**config.mk**
```make
export PLATFORM = sky130hd
export DESIGN_NAME = stage_bus_fifo
export DESIGN_NICKNAME = d
export VERILOG_FILES = /design/src/rtl/stage_bus_fifo.sv
export SDC_FILE = /design/constraint.sdc
export NUM_CORES = 1
export LEC_CHECK = 0
export ABC_AREA = 1
export BUFFER_PORTS_ARGS = -buffer_cell sky130_fd_sc_hd__buf_2
export CAP_MARGIN = 5
export CORE_MARGIN = 3
export CORE_UTILIZATION = 40
export DETAILED_ROUTE_END_ITERATION = 10
export SYNTH_ARGS = -nofsm -noshare
export SYNTH_HDL_FRONTEND = slang
export SYNTH_SLANG_ARGS = --single-unit
```
**constraint.sdc**
```tcl
create_clock -name clk -period 3.34 [get_ports clk]
set_clock_uncertainty 0.2 [all_clocks]
set_input_delay 0.167 -clock clk [delete_from_list [all_inputs] [get_ports clk]]
set_output_delay 0.167 -clock clk [all_outputs]
set_load 0.1 [all_outputs]
```
**src/rtl/stage_bus_fifo.sv**
```systemverilog
// rtl/stage_bus_fifo.sv - single-clock packet FIFO with status FSM and sticky error flags
//
// Purpose: DEPTH-entry circular buffer of DATA_WIDTH-bit packets between a
// producer (send/send_data) and a consumer (recv/recv_data). Status outputs
// come from registered state only, so there is no combinational path from
// send/recv to can_send/can_receive.
//
// Ports:
//   clk           in   1           clock, rising edge
//   rst_n         in   1           asynchronous active-low reset
//   flush         in   1           synchronous discard of all held packets
//   send          in   1           push send_data this cycle
//   send_data     in   DATA_WIDTH  packet to push
//   can_send      out  1           at least one entry free
//   can_receive   out  1           at least one packet held
//   recv          in   1           pop the head packet this cycle
//   recv_data     out  DATA_WIDTH  head packet (valid while can_receive=1)
//   count         out  CW          number of packets held
//   overflow_err  out  1           sticky: send while full
//   underflow_err out  1           sticky: recv while empty

module stage_bus_fifo #(
  parameter int DATA_WIDTH = 64,
  parameter int DEPTH      = 4
) (
  input  logic                         clk,
  input  logic                         rst_n,
  input  logic                         flush,
  input  logic                         send,
  input  logic [DATA_WIDTH-1:0]        send_data,
  output logic                         can_send,
  output logic                         can_receive,
  input  logic                         recv,
  output logic [DATA_WIDTH-1:0]        recv_data,
  output logic [$clog2(DEPTH+1)-1:0]   count,
  output logic                         overflow_err,
  output logic                         underflow_err
);

  localparam int AW = $clog2(DEPTH);
  localparam int CW = $clog2(DEPTH + 1);

  localparam logic [CW-1:0] C_DEPTH = CW'(DEPTH);
  localparam logic [CW-1:0] C_LAST  = CW'(DEPTH - 1);
  localparam logic [CW-1:0] C_ONE   = CW'(1);

  typedef enum logic [1:0] {
    ST_EMPTY   = 2'd0,
    ST_PARTIAL = 2'd1,
    ST_FULL    = 2'd2
  } state_t;

  logic [DATA_WIDTH-1:0] r_mem [DEPTH];
  logic [AW-1:0]         r_wptr;
  logic [AW-1:0]         r_rptr;
  logic [CW-1:0]         r_count;
  logic                  r_ovf;
  logic                  r_udf;
  state_t                r_state;
  state_t                w_state_nxt;

  logic w_can_send;
  logic w_can_recv;
  logic w_push;
  logic w_pop;

  assign w_can_send = (r_count != C_DEPTH);
  assign w_can_recv = (r_count != '0);

  // Flush wins over both strobes; a flushed strobe is neither accepted nor an error.
  assign w_push = send & w_can_send & ~flush;
  assign w_pop  = recv & w_can_recv & ~flush;

  assign can_send      = w_can_send;
  assign can_receive   = w_can_recv;
  assign recv_data     = r_mem[r_rptr];
  assign count         = r_count;
  assign overflow_err  = r_ovf;
  assign underflow_err = r_udf;

  // Datapath: storage, pointers, occupancy. Pointers wrap naturally since DEPTH is a power of two.
  always_ff @(posedge clk or negedge rst_n) begin
    if (!rst_n) begin
      for (int i = 0; i < DEPTH; i++) begin
        r_mem[i] <= '0;
      end
      r_wptr  <= '0;
      r_rptr  <= '0;
      r_count <= '0;
    end else if (flush) begin
      r_wptr  <= '0;
      r_rptr  <= '0;
      r_count <= '0;
    end else begin
      if (w_push) begin
        r_mem[r_wptr] <= send_data;
        r_wptr        <= r_wptr + 1'b1;
      end
      if (w_pop) begin
        r_rptr <= r_rptr + 1'b1;
      end
      case ({w_push, w_pop})
        2'b10:   r_count <= r_count + 1'b1;
        2'b01:   r_count <= r_count - 1'b1;
        default: r_count <= r_count;
      endcase
    end
  end

  // Sticky error flags, cleared only by reset.
  always_ff @(posedge clk or negedge rst_n) begin
    if (!rst_n) begin
      r_ovf <= 1'b0;
      r_udf <= 1'b0;
    end else begin
      if (send & ~w_can_send & ~flush) begin
        r_ovf <= 1'b1;
      end
      if (recv & ~w_can_recv & ~flush) begin
        r_udf <= 1'b1;
      end
    end
  end

  always_ff @(posedge clk or negedge rst_n) begin
    if (!rst_n) begin
      r_state <= ST_EMPTY;
    end else begin
      r_state <= w_state_nxt;
    end
  end

  always_comb begin
    w_state_nxt = r_state;
    if (flush) begin
      w_state_nxt = ST_EMPTY;
    end else if (w_push && !w_pop) begin
      case (r_state)
        ST_EMPTY:   w_state_nxt = (C_DEPTH == C_ONE) ? ST_FULL : ST_PARTIAL;
        ST_PARTIAL: w_state_nxt = (r_count == C_LAST) ? ST_FULL : ST_PARTIAL;
        default:    w_state_nxt = r_state;
      endcase
    end else if (w_pop && !w_push) begin
      case (r_state)
        ST_FULL:    w_state_nxt = (C_DEPTH == C_ONE) ? ST_EMPTY : ST_PARTIAL;
        ST_PARTIAL: w_state_nxt = (r_count == C_ONE) ? ST_EMPTY : ST_PARTIAL;
        default:    w_state_nxt = r_state;
      endcase
    end
  end

endmodule

```
# Yosys cells after proc, flatten, opt, wreduce, memory -nomap -nowiden
# Cells that the tools add are included.
# op_classes
n_addsub	4
n_lt_le_gt_ge	3
eq_ne	3
n_mux	12
bitwise_logic	13
n_reduce_logical	6
# ops
cell	n
$bwmux 256	1
$mux 64	3
$bmux 64 s2	1
$demux 64 s2	1
$and 1x1->1	8
$mux 2	4
$ge 3x3->1 const B	2
$not 2->3	2
$pmux 3 s2	1
$reduce_bool 3->1	2
$add 2x1->2 const B	2
$reduce_bool 2->1	2
$add 3x1->3 const B	1
$lt 3x1->1 const B	1
$mux 3	1
$ne 3x3->1 const B	1
$not 1->1	3
$sub 3x1->3 const B	1
$eq 2x1->1 const B	1
$eq 2x2->1 const B	1
$reduce_and 2->1	1
$logic_and 1x1->1	1
# totals
reg_bits	265
input_bits	69
out_inout_bits	71
word_cells	50

# Logic depth before layout (Yosys ltp)
# Gate-level depths: netlist of run 1.
# depth
word_depth	6
depth_mapped	10
ltp_nobuf	10

# Least setup slack after synthesis of run 1
# Ideal clock, no wire load.
# synth_path
kind	register to register
start	reg r_count[0] (netlist: count[0])
end	reg r_count[2] (netlist: count[2])
setup_time_ps	120
arrival_ps	2925
t_required_ps	3020
slack_ps	94
stages_incl_launch_ff	11
path_buffers	0
period_less_slack_ps	3246
cell_sequence	dfrtp_1 nor2_4 nand2_1 nand2_1 nor2_1 fa_1 xnor2_1 o21bai_1 nand2_1 nand2_1 nand2_1
# synth_via
elab_chain_len	6
# synth_rtl
element	line	rtl
from (decl)	56	logic [CW-1:0] r_count;
from (signal assigned)	103	2'b10: r_count <= r_count + 1'b1;
from (signal assigned)	104	2'b01: r_count <= r_count - 1'b1;
from (signal assigned)	105	default: r_count <= r_count;
$reduce_bool 3->1 *	68	assign w_can_recv = (r_count != '0);
net can_receive	32	output logic can_receive,
$and 1x1->1 * (2 in series)	72	assign w_pop = recv & w_can_recv & ~flush;
$eq 2x1->1 or $eq 2x2->1 (tied branches)	102	case ({w_push, w_pop})
$pmux 3 s2	102	
$mux 3	90	end else if (flush) begin
# The timed path passes the listed nets; every way through them passes the cells marked *.
# A chain may end at the register's enable or synchronous reset.

# Worst setup path in the final report of run 1
# layout_path
start	reg r_rptr[1]
end	out recv_data[56]
# layout_via
elab_chain_len	4
# layout_rtl
element	line	rtl
from (decl)	55	logic [AW-1:0] r_rptr;
from (signal assigned)	100	r_rptr <= r_rptr + 1'b1;
$not 2->3 (implied by the code)	76	assign recv_data = r_mem[r_rptr];
$bmux 64 s2	76	
$mux 64 (implied by the code) (2 in series)	76	
to (decl)	34	output logic [DATA_WIDTH-1:0] recv_data,
# Every way passes these cells. The select of a mux whose other input is x is not followed.

==> results of run 1 <==
==> cell type report <==
type | instances | share of cell area
flip-flops and latches | 265 | 0.446
multi-input cells | 1138 | 0.340
repair buffers | 232 | 0.115
clock buffers | 47 | 0.0581
well taps | 390 | 0.0328
clock inverters | 7 | 0.00505
inverters | 13 | 0.00345
==> cells by family (layout without fill, tap and decap cells) <==
group / count (synthesis) / in the layout / synth area share
AOI/OAI and AO/OA: 458 / 458 / 0.194
xor gates and xnor gates: 1 / 1 / 0.000714
adders and majority gates: 5 / 5 / 0.00571
buffers and inverters: 134 / 299 / 0.0481
DFF: 265 / 265 / 0.540
and+or+nand+nor: 674 / 674 / 0.211
==> per-stage QoR <==
step	worst slack [ps]	total power, mW	cells	hold WS [ps]	area [sq um]
after floorplan	94.2	7.24	1537	-329	12300
after global placement	869	8.01	1968	19.7	13200
after detailed placement	811	8.09	1968	24.8	13200
after CTS	259	11.3	2092	35.7	14900
after global routing	119	11.8	2092	66.6	14900
final	227	11.2	2092	10.2	14900
==> layer usage <==
layer  up-vias  routed length [um]
met1      5480               16700
li1       5353                   -
met2       377               17600
met5         -                   7
met3        60                2170
met4         2                 877
==> timing repair <==
item / in CTS / in global routing
resized for setup: 0 / 0
endpoints found under the hold margin: 459 / 0
hold buffers: 70 / 0
==> report_power, final <==
| group | internal (mW) | switching (mW) | total, mW |
|---|---|---|---|
| combinational | 0.744 | 2.92 | 3.66 |
| clock | 1.84 | 1.31 | 3.15 |
| sequential | 4.05 | 0.385 | 4.43 |
| total | 6.63 | 4.61 | 11.2 |
==> how the worst max path moves through the flow <==
stage,to,slack (ps),depth (start not counted)
2_1_floorplan,count[2],90,10
3_3_place_gp,recv_data[3],870,4
3_5_place_dp,r_mem[53],810,7
4_1_cts,recv_data[3],260,4
5_1_grt,recv_data[56],120,4
6_report,recv_data[56],230,4
==> worst max-delay path, delay by kind of cell, from the launching register on <==
| family | cells | cell delay, ps |
|---|---|---|
| buf+inv | 2 | 1110 |
| flops | 1 | 530 |
| compound gates | 2 | 510 |
==> synth_stat cells, drive strengths merged <==
library cell  instances  area (sq um)
buf                  65           332
a31o                  1          8.76
ha                    4          50.1
clkinv                1          3.75
a21oi                 4          23.8
nor3                  1          5.00
nand3                 1          5.00
nand2               535          2030
o22ai                64           400
clkbuf               56           210
dfrtp               265          6630
inv                  12          45.0
nor2                137           552
o21ai               387          1940
fa                    1          20.0
xnor2                 1          8.76
o21bai                2          15.0
==> sequential cells by signal (all words and copies together), names as in the netlist <==
signal	cells
r_mem	256
count	3
r_rptr	2
r_wptr	2
overflow_err	1
underflow_err	1
==> metrics, run 1 <==
num rows=63; Synth Area per Inst=7.99 sq um; Crit Path Max Fanout=52; largest net degree at the start of global routing=138; status=finished, final reports clean; Sink Count=265; Ports=140; Slowest cell on crit path=buf_4; Fin. Hold Viols=0; Final min period=3110 ps; most used routing layer=met2; setup violators final=0; max-cap viol count=0; GR Util met2=0.360; r2r startpoint=count[1]; sequential share of the synthesized area=0.540; DRT Pass-1 Iters=5; Die Height=181 um; initial antenna violation count=1; Critical R2R Capture=r_mem[53]; Total GRT Usage=0.221; Syn Nets=1611; flops & latches, synth=265; Die Span X=181 um; synthesis warning total=0; Slew Viols, Final=0; DRC=0; CP Capture Type=primary output; HPWL after DPL=20100 um; Register Area=6640 sq um; Max VDD drop=533 uV; Final TNS setup=0 ps; layout cells sized above 1=0.132; Crit path largest cell delay=620 ps; via/cell ratio=5.39; CTS buffer count=30; count of input and output buffers=139; area grow syn2layout=21.2%; Fmax=321 MHz; total routed wirelength=37300 um; Die ar.=32800 sq um; effective utilization at floorplan=0.410; area of the multi-input gates=5050 sq um; fillers=2961; GRT Residual Overflow=0; routability cong.=0.752; crit-path cells=buf_4 -> o21ai_0 -> o22ai_1 -> buf_2; CTS tree=built; Worst Hold Class=primary input to async pin; worst rel slew slack=0.434; worst skew pair latency=550 ps; met3 Use GR=0.0302; Synth Instances=1537; vias after detailed routing=11.3k; CTS clock-pin slew for the worst setup and hold paths=60 ps; worst reg2reg path depth=7; Root Driver=clkbuf_16; Required @ worst endpoint=2970 ps; Final Net Count=1754; actual slew at the worst max-slew pin=849 ps; Mapped Area=12300 sq um; Pleak=7.46 nW; commonest non-fill, non-tap cell in the layout=nand2_1; first-pass GRT wire length=59900 um; clock buffer depth=3; CP Launch Type=register; initial drt markers=752; Wirelength per Cell=17.8 um; worst path arrival time=2750 ps; Tcrit/Tclk final=0.932; htree depth=1; utilization after layout=0.497; most frequent cells in the layout=nand2_1, o21ai_0, dfrtp_1; RSZ-0062 raised after global routing=false; CP startpoint=r_rptr[1]; core area=30000 sq um; Antenna Nets Post-Route=0; vias in the first global route=10.9k; pwr dens=756 nW/um^2; met1 Usage GRT=0.311; # Post-CTS Setup Buffers=0; post-synth cell types=26; n_diodes=0; CP Class=register to primary output; reg-to-reg setup timing slack=810 ps
Note: power is estimated with default switching activity, not from simulation.
==> inputs of run 2 (changes only) <==
--- a/config.mk
+++ b/config.mk
@@ -9,7 +9,7 @@
 export BUFFER_PORTS_ARGS = -buffer_cell sky130_fd_sc_hd__buf_2
 export CAP_MARGIN = 5
 export CORE_MARGIN = 3
-export CORE_UTILIZATION = 40
+export CORE_UTILIZATION = 33
 export DETAILED_ROUTE_END_ITERATION = 10
 export SYNTH_ARGS = -nofsm -noshare
 export SYNTH_HDL_FRONTEND = slang
==> run 2 against run 1 <==
Clock power increased by 17%. Largest power group unchanged. Sequential share of layout area shrank 0.98 points. Worst hold slack improved by 53 ps. Via count shrank 1.5%. Critical endpoint is now recv_data[63].
==> metrics, run 2 (same netlist as run 1, synthesis figures left out) <==
area grow syn2layout=23.9%; CTS clock-pin slew for the worst setup and hold paths=60 ps; Final TNS setup=0 ps; register with the most flip-flops=r_mem; Die Height=199 um; initial antenna violation count=0; Tcrit/Tclk final=0.887; DRT Pass-1 Iters=5; htree depth=2; total power=11.8 mW; Required @ worst endpoint=2970 ps; Crit Path Max Fanout=38; Final Net Count=1762; worst reg2reg path depth=6; Clock Power Share=0.313; Psw=4.73 mW; layout cells sized above 1=0.142; worst path arrival time=2590 ps; initial drt markers=843; worst skew pair latency=500 ps; via/cell ratio=5.09; Ports=140; RSZ-0062 raised after global routing=false; num rows=70; Root Driver=clkbuf_16; actual slew at the worst max-slew pin=814 ps; CTS buffer count=34; Wirelength per Cell=17.5 um; vias after detailed routing=11.1k; Max VDD drop=433 uV; Sw Ratio=0.401; DRC=0; CTS tree=built; HPWL after DPL=21300 um; count of input and output buffers=139; vias in the first global route=11.2k; P_int=7.05 mW; Die ar.=39600 sq um; max-cap viol count=0; combinational cell fraction of total power=0.311; Place WS=876 ps; Flop pwr share=0.376; max reg flops=256; Fmax=338 MHz; setup violators final=0; Final min period=2960 ps; GRT Residual Overflow=0; min setup slack post-route=378 ps; Die Span X=199 um; r2r startpoint=count[1]; CP Class=register to primary output; pwr dens=775 nW/um^2; n_diodes=0; status=finished, final reports clean; largest net degree at the start of global routing=130; Fin. Hold Viols=0; Total GRT Usage=0.194; Sink Count=265; fillers=3709; worst rel slew slack=0.457; total routed wirelength=38200 um; commonest non-fill, non-tap cell in the layout=nand2_1; CP Launch Type=register; Pleak=7.58 nW; CP Capture Type=primary output; CP startpoint=r_rptr[0]; Antenna Nets Post-Route=0; most frequent cells in the layout=nand2_1, o21ai_0, dfrtp_1; routability cong.=0.741; Worst Hold Class=primary input to async pin; core area=36600 sq um; effective utilization at floorplan=0.335; Slew Viols, Final=0; first-pass GRT wire length=61900 um; utilization after layout=0.415; post_cts resized=0; clock buffer depth=3
-- run 2: repair_timing --
action                                 4_1_cts  5_1_grt
endpoints found under the hold margin      355        0
setup buffers                                0        0
hold buffers                                69        0
-- run 2: routing by layer --
metal  routed length, um  global-route usage  share of wire  up-vias
li1                    -                   -              -     5376
met1               16800               0.256           0.44     5321
met2               18500               0.333           0.48      341
met3                2010              0.0271          0.053       69
met4                 915              0.0599          0.024        0
met5                   0                   0              0        -
-- run 2: metrics by stage --
| stage | std cells | hold WS (ps) | cell area (sq um) |
|---|---|---|---|
| 6_report | 2182 | 63.4 | 15200 |
| 5_1_grt | 2182 | 175 | 15200 |
| 4_1_cts | 2182 | 116 | 15200 |
| 3_5_place_dp | 2051 | 68.0 | 13400 |
| 3_3_place_gp | 2051 | 69.6 | 13400 |
| 2_1_floorplan | 1537 | -329 | 12300 |
-- run 2: path summary, 6_finish.rpt --
path | endpoint | slack [ps]
max in group asynchronous | r_mem[29] | 1930
worst max-delay path | recv_data[63] | 380
min in group clk | r_mem[176] | 250
worst max register to register | r_mem[238] | 890
worst min register to register | underflow_err | 270
worst min-delay path | underflow_err | 60
-- run 2: power by group through the flow --
stage	clock network [mW]	logic, mW	registers (mW)
2_1_floorplan	0	2.85	4.39
3_3_place_gp	0	3.57	4.45
3_5_place_dp	0	3.63	4.47
4_1_cts	3.78	3.70	4.43
5_1_grt	3.89	3.98	4.54
6_report	3.68	3.67	4.43
-- run 2: layout make-up --
class | instances | area (sq um) | share of cell area
clock buffers | 47 | 1000 | 0.0660
clock inverters | 15 | 134 | 0.00880
inverters | 13 | 51.3 | 0.00337
multi-input cells | 1138 | 5050 | 0.332
flip-flops and latches | 265 | 6640 | 0.436
well taps | 468 | 586 | 0.0385
repair buffers | 236 | 1740 | 0.115
-- run 2: worst max-delay path, stage by stage (launching register included) --
cell,delay [ps]
dfrtp_4,500
inv_4,350
buf_4,350
o21ai_0,110
o22ai_1,280
buf_2,500
==> inputs of run 3 (changes only) <==
--- a/config.mk
+++ b/config.mk
@@ -11,6 +11,8 @@
 export CORE_MARGIN = 3
 export CORE_UTILIZATION = 33
 export DETAILED_ROUTE_END_ITERATION = 10
+export GPL_ROUTABILITY_DRIVEN = 0
+export REMOVE_ABC_BUFFERS = 1
 export SYNTH_ARGS = -nofsm -noshare
 export SYNTH_HDL_FRONTEND = slang
 export SYNTH_SLANG_ARGS = --single-unit
==> constraint.sdc (replaced) <==
create_clock -name clk -period 3.34 [get_ports clk]
set_clock_uncertainty 0.2 [all_clocks]
set_input_delay 0.167 -clock clk [delete_from_list [all_inputs] [get_ports clk]]
set_output_delay 0.167 -clock clk [all_outputs]
set_load 0.05 [all_outputs]
==> run 3 against run 2 <==
Clock-buffer cell count down 3. Clock power decreased by 12%. Global-route usage decreased by 0.32 points. Combinational power fell by 26%. Via count up 0.24%. Routed wire length fell by 0.52%. First-iteration DRC count decreased by 2.7%. Cell count barely moved. Critical path type unchanged. Largest power group unchanged.
==> metrics, run 3 (same netlist as run 1, synthesis figures left out) <==
status=finished, final reports clean; reg-to-reg setup timing slack=950 ps; Ports=140; first-pass GRT wire length=60900 um; P_int=6.69 mW; Slew Viols, Final=0; Wirelength per Cell=17.4 um; Placed Area=13300 sq um; Antenna Nets Post-Route=0; r2r startpoint=r_rptr[0]; worst rel slew slack=0.497; num rows=70; DRT Pass-1 Iters=5; Fin. Hold Viols=0; count of input and output buffers=139; CTS buffer count=31; RSZ-0062 raised after global routing=false; Crit Path Max Fanout=37; worst reg2reg path depth=5; DRC=0; max reg flops=256; CP Launch Type=register; Sw Ratio=0.357; largest net degree at the start of global routing=130; Critical R2R Capture=r_rptr[0]; Required @ worst endpoint=2970 ps; combinational cell fraction of total power=0.263; vias after detailed routing=11.1k; core area=36600 sq um; Final Cell Area=15000 sq um; CP Capture Type=primary output; Final min period=3000 ps; vias in the first global route=10.7k; area grow syn2layout=22.1%; n_diodes=0; effective utilization at floorplan=0.335; clock buffer depth=3; Die Span X=199 um; Sink Count=265; via/cell ratio=5.11; Flop pwr share=0.426; Root Driver=clkbuf_16; max-cap viol count=0; Pleak=7.50 nW; HPWL after DPL=21800 um; # Post-CTS Setup Buffers=0; pwr dens=694 nW/um^2; actual slew at the worst max-slew pin=755 ps; htree depth=1; Die ar.=39600 sq um; worst skew pair latency=560 ps; register with the most flip-flops=r_mem; initial drt markers=820; CTS tree=built; total routed wirelength=38000 um; Clock Power Share=0.311; Total GRT Usage=0.191; Fmax=333 MHz; Max VDD drop=345 uV; Die Height=199 um; worst path arrival time=2640 ps; Tcrit/Tclk final=0.899; Final Net Count=1764; CP Class=register to primary output; setup violators final=0; Psw=3.72 mW; commonest non-fill, non-tap cell in the layout=nand2_1; CTS clock-pin slew for the worst setup and hold paths=60 ps; utilization after layout=0.410; Worst Hold Class=primary input to async pin; initial antenna violation count=0; layout cells sized above 1=0.140; GRT Residual Overflow=0; most frequent cells in the layout=nand2_1, o21ai_0, dfrtp_1
[run 3: cell types whose count changed in the layout (fill, tap and decap cells not counted), moves of 2 or more]
cell | before | now
clkbuf_8 | 4 | 6
clkinv_2 | 10 | 8
clkbuf_16 | 37 | 31
buf_4 | 17 | 29
buf_12 | 11 | 4
[run 3: final cells by class]
| cell class | instances | area [sq um] |
|---|---|---|
| Sequential cell | 265 | 6640 |
| Clock buffer | 44 | 885 |
| Tap cell | 468 | 586 |
| Clock inverter | 11 | 85.1 |
| Timing Repair Buffer | 241 | 1690 |
| Fill cell | 3658 | 21600 |
| Inverter | 13 | 51.3 |
| Multi-Input combinational cell | 1138 | 5050 |
[run 3: timing repair]
action / CTS / global route
hold buffers: 69 / 0
hold endpoints to repair: 422 / 0
gates resized for setup: 0 / 0
[run 3: critical path, cell delays in order, from the launching register on]
cell and delay, ps:
dfrtp_2 850, buf_4 490, o21ai_0 150, o22ai_1 260
buf_2 310
[run 3: power groups by stage]
| stage | Combinational (mW) | Sequential, mW | Clock (mW) |
|---|---|---|---|
| floorplan | 1.88 | 4.41 | 0 |
| global placement | 2.64 | 4.46 | 0 |
| detailed placement | 2.69 | 4.48 | 0 |
| CTS | 2.76 | 4.43 | 3.33 |
| global route | 3.03 | 4.53 | 3.47 |
| finish | 2.73 | 4.43 | 3.24 |
[run 3: routing by layer]
metal	vias to the layer above	share of wire	track usage
met5	-	0	0
met4	0	0.019	0.0409
met3	47	0.059	0.0325
met2	319	0.46	0.301
met1	5416	0.47	0.278
li1	5352	-	-
[run 3: stage by stage]
step                      hold WS [ps]  std cells  total power, mW  setup WS [ps]  setup TNS, ps
final                             15.2       2180             10.4            337              0
after global placement            39.8       2056             7.10            922              0
after global routing              67.1       2180             11.0            155              0
after CTS                         28.4       2180             10.5            290              0
after floorplan                   -329       1416             6.29          -1730        -113410
after detailed placement          47.3       2056             7.17            911              0
[run 3: how the worst max path moves through the flow]
| stage | slack (ps) | start | end | cells after the start |
|---|---|---|---|---|
| finish | 340 | r_rptr[1] | recv_data[12] | 4 |
| detailed placement | 910 | r_rptr[1] | recv_data[12] | 4 |
| CTS | 290 | r_rptr[1] | recv_data[12] | 4 |
| global route | 150 | r_rptr[1] | recv_data[50] | 4 |
| global placement | 920 | r_rptr[1] | recv_data[12] | 4 |
| floorplan | -1730 | r_rptr[0] | recv_data[0] | 3 |
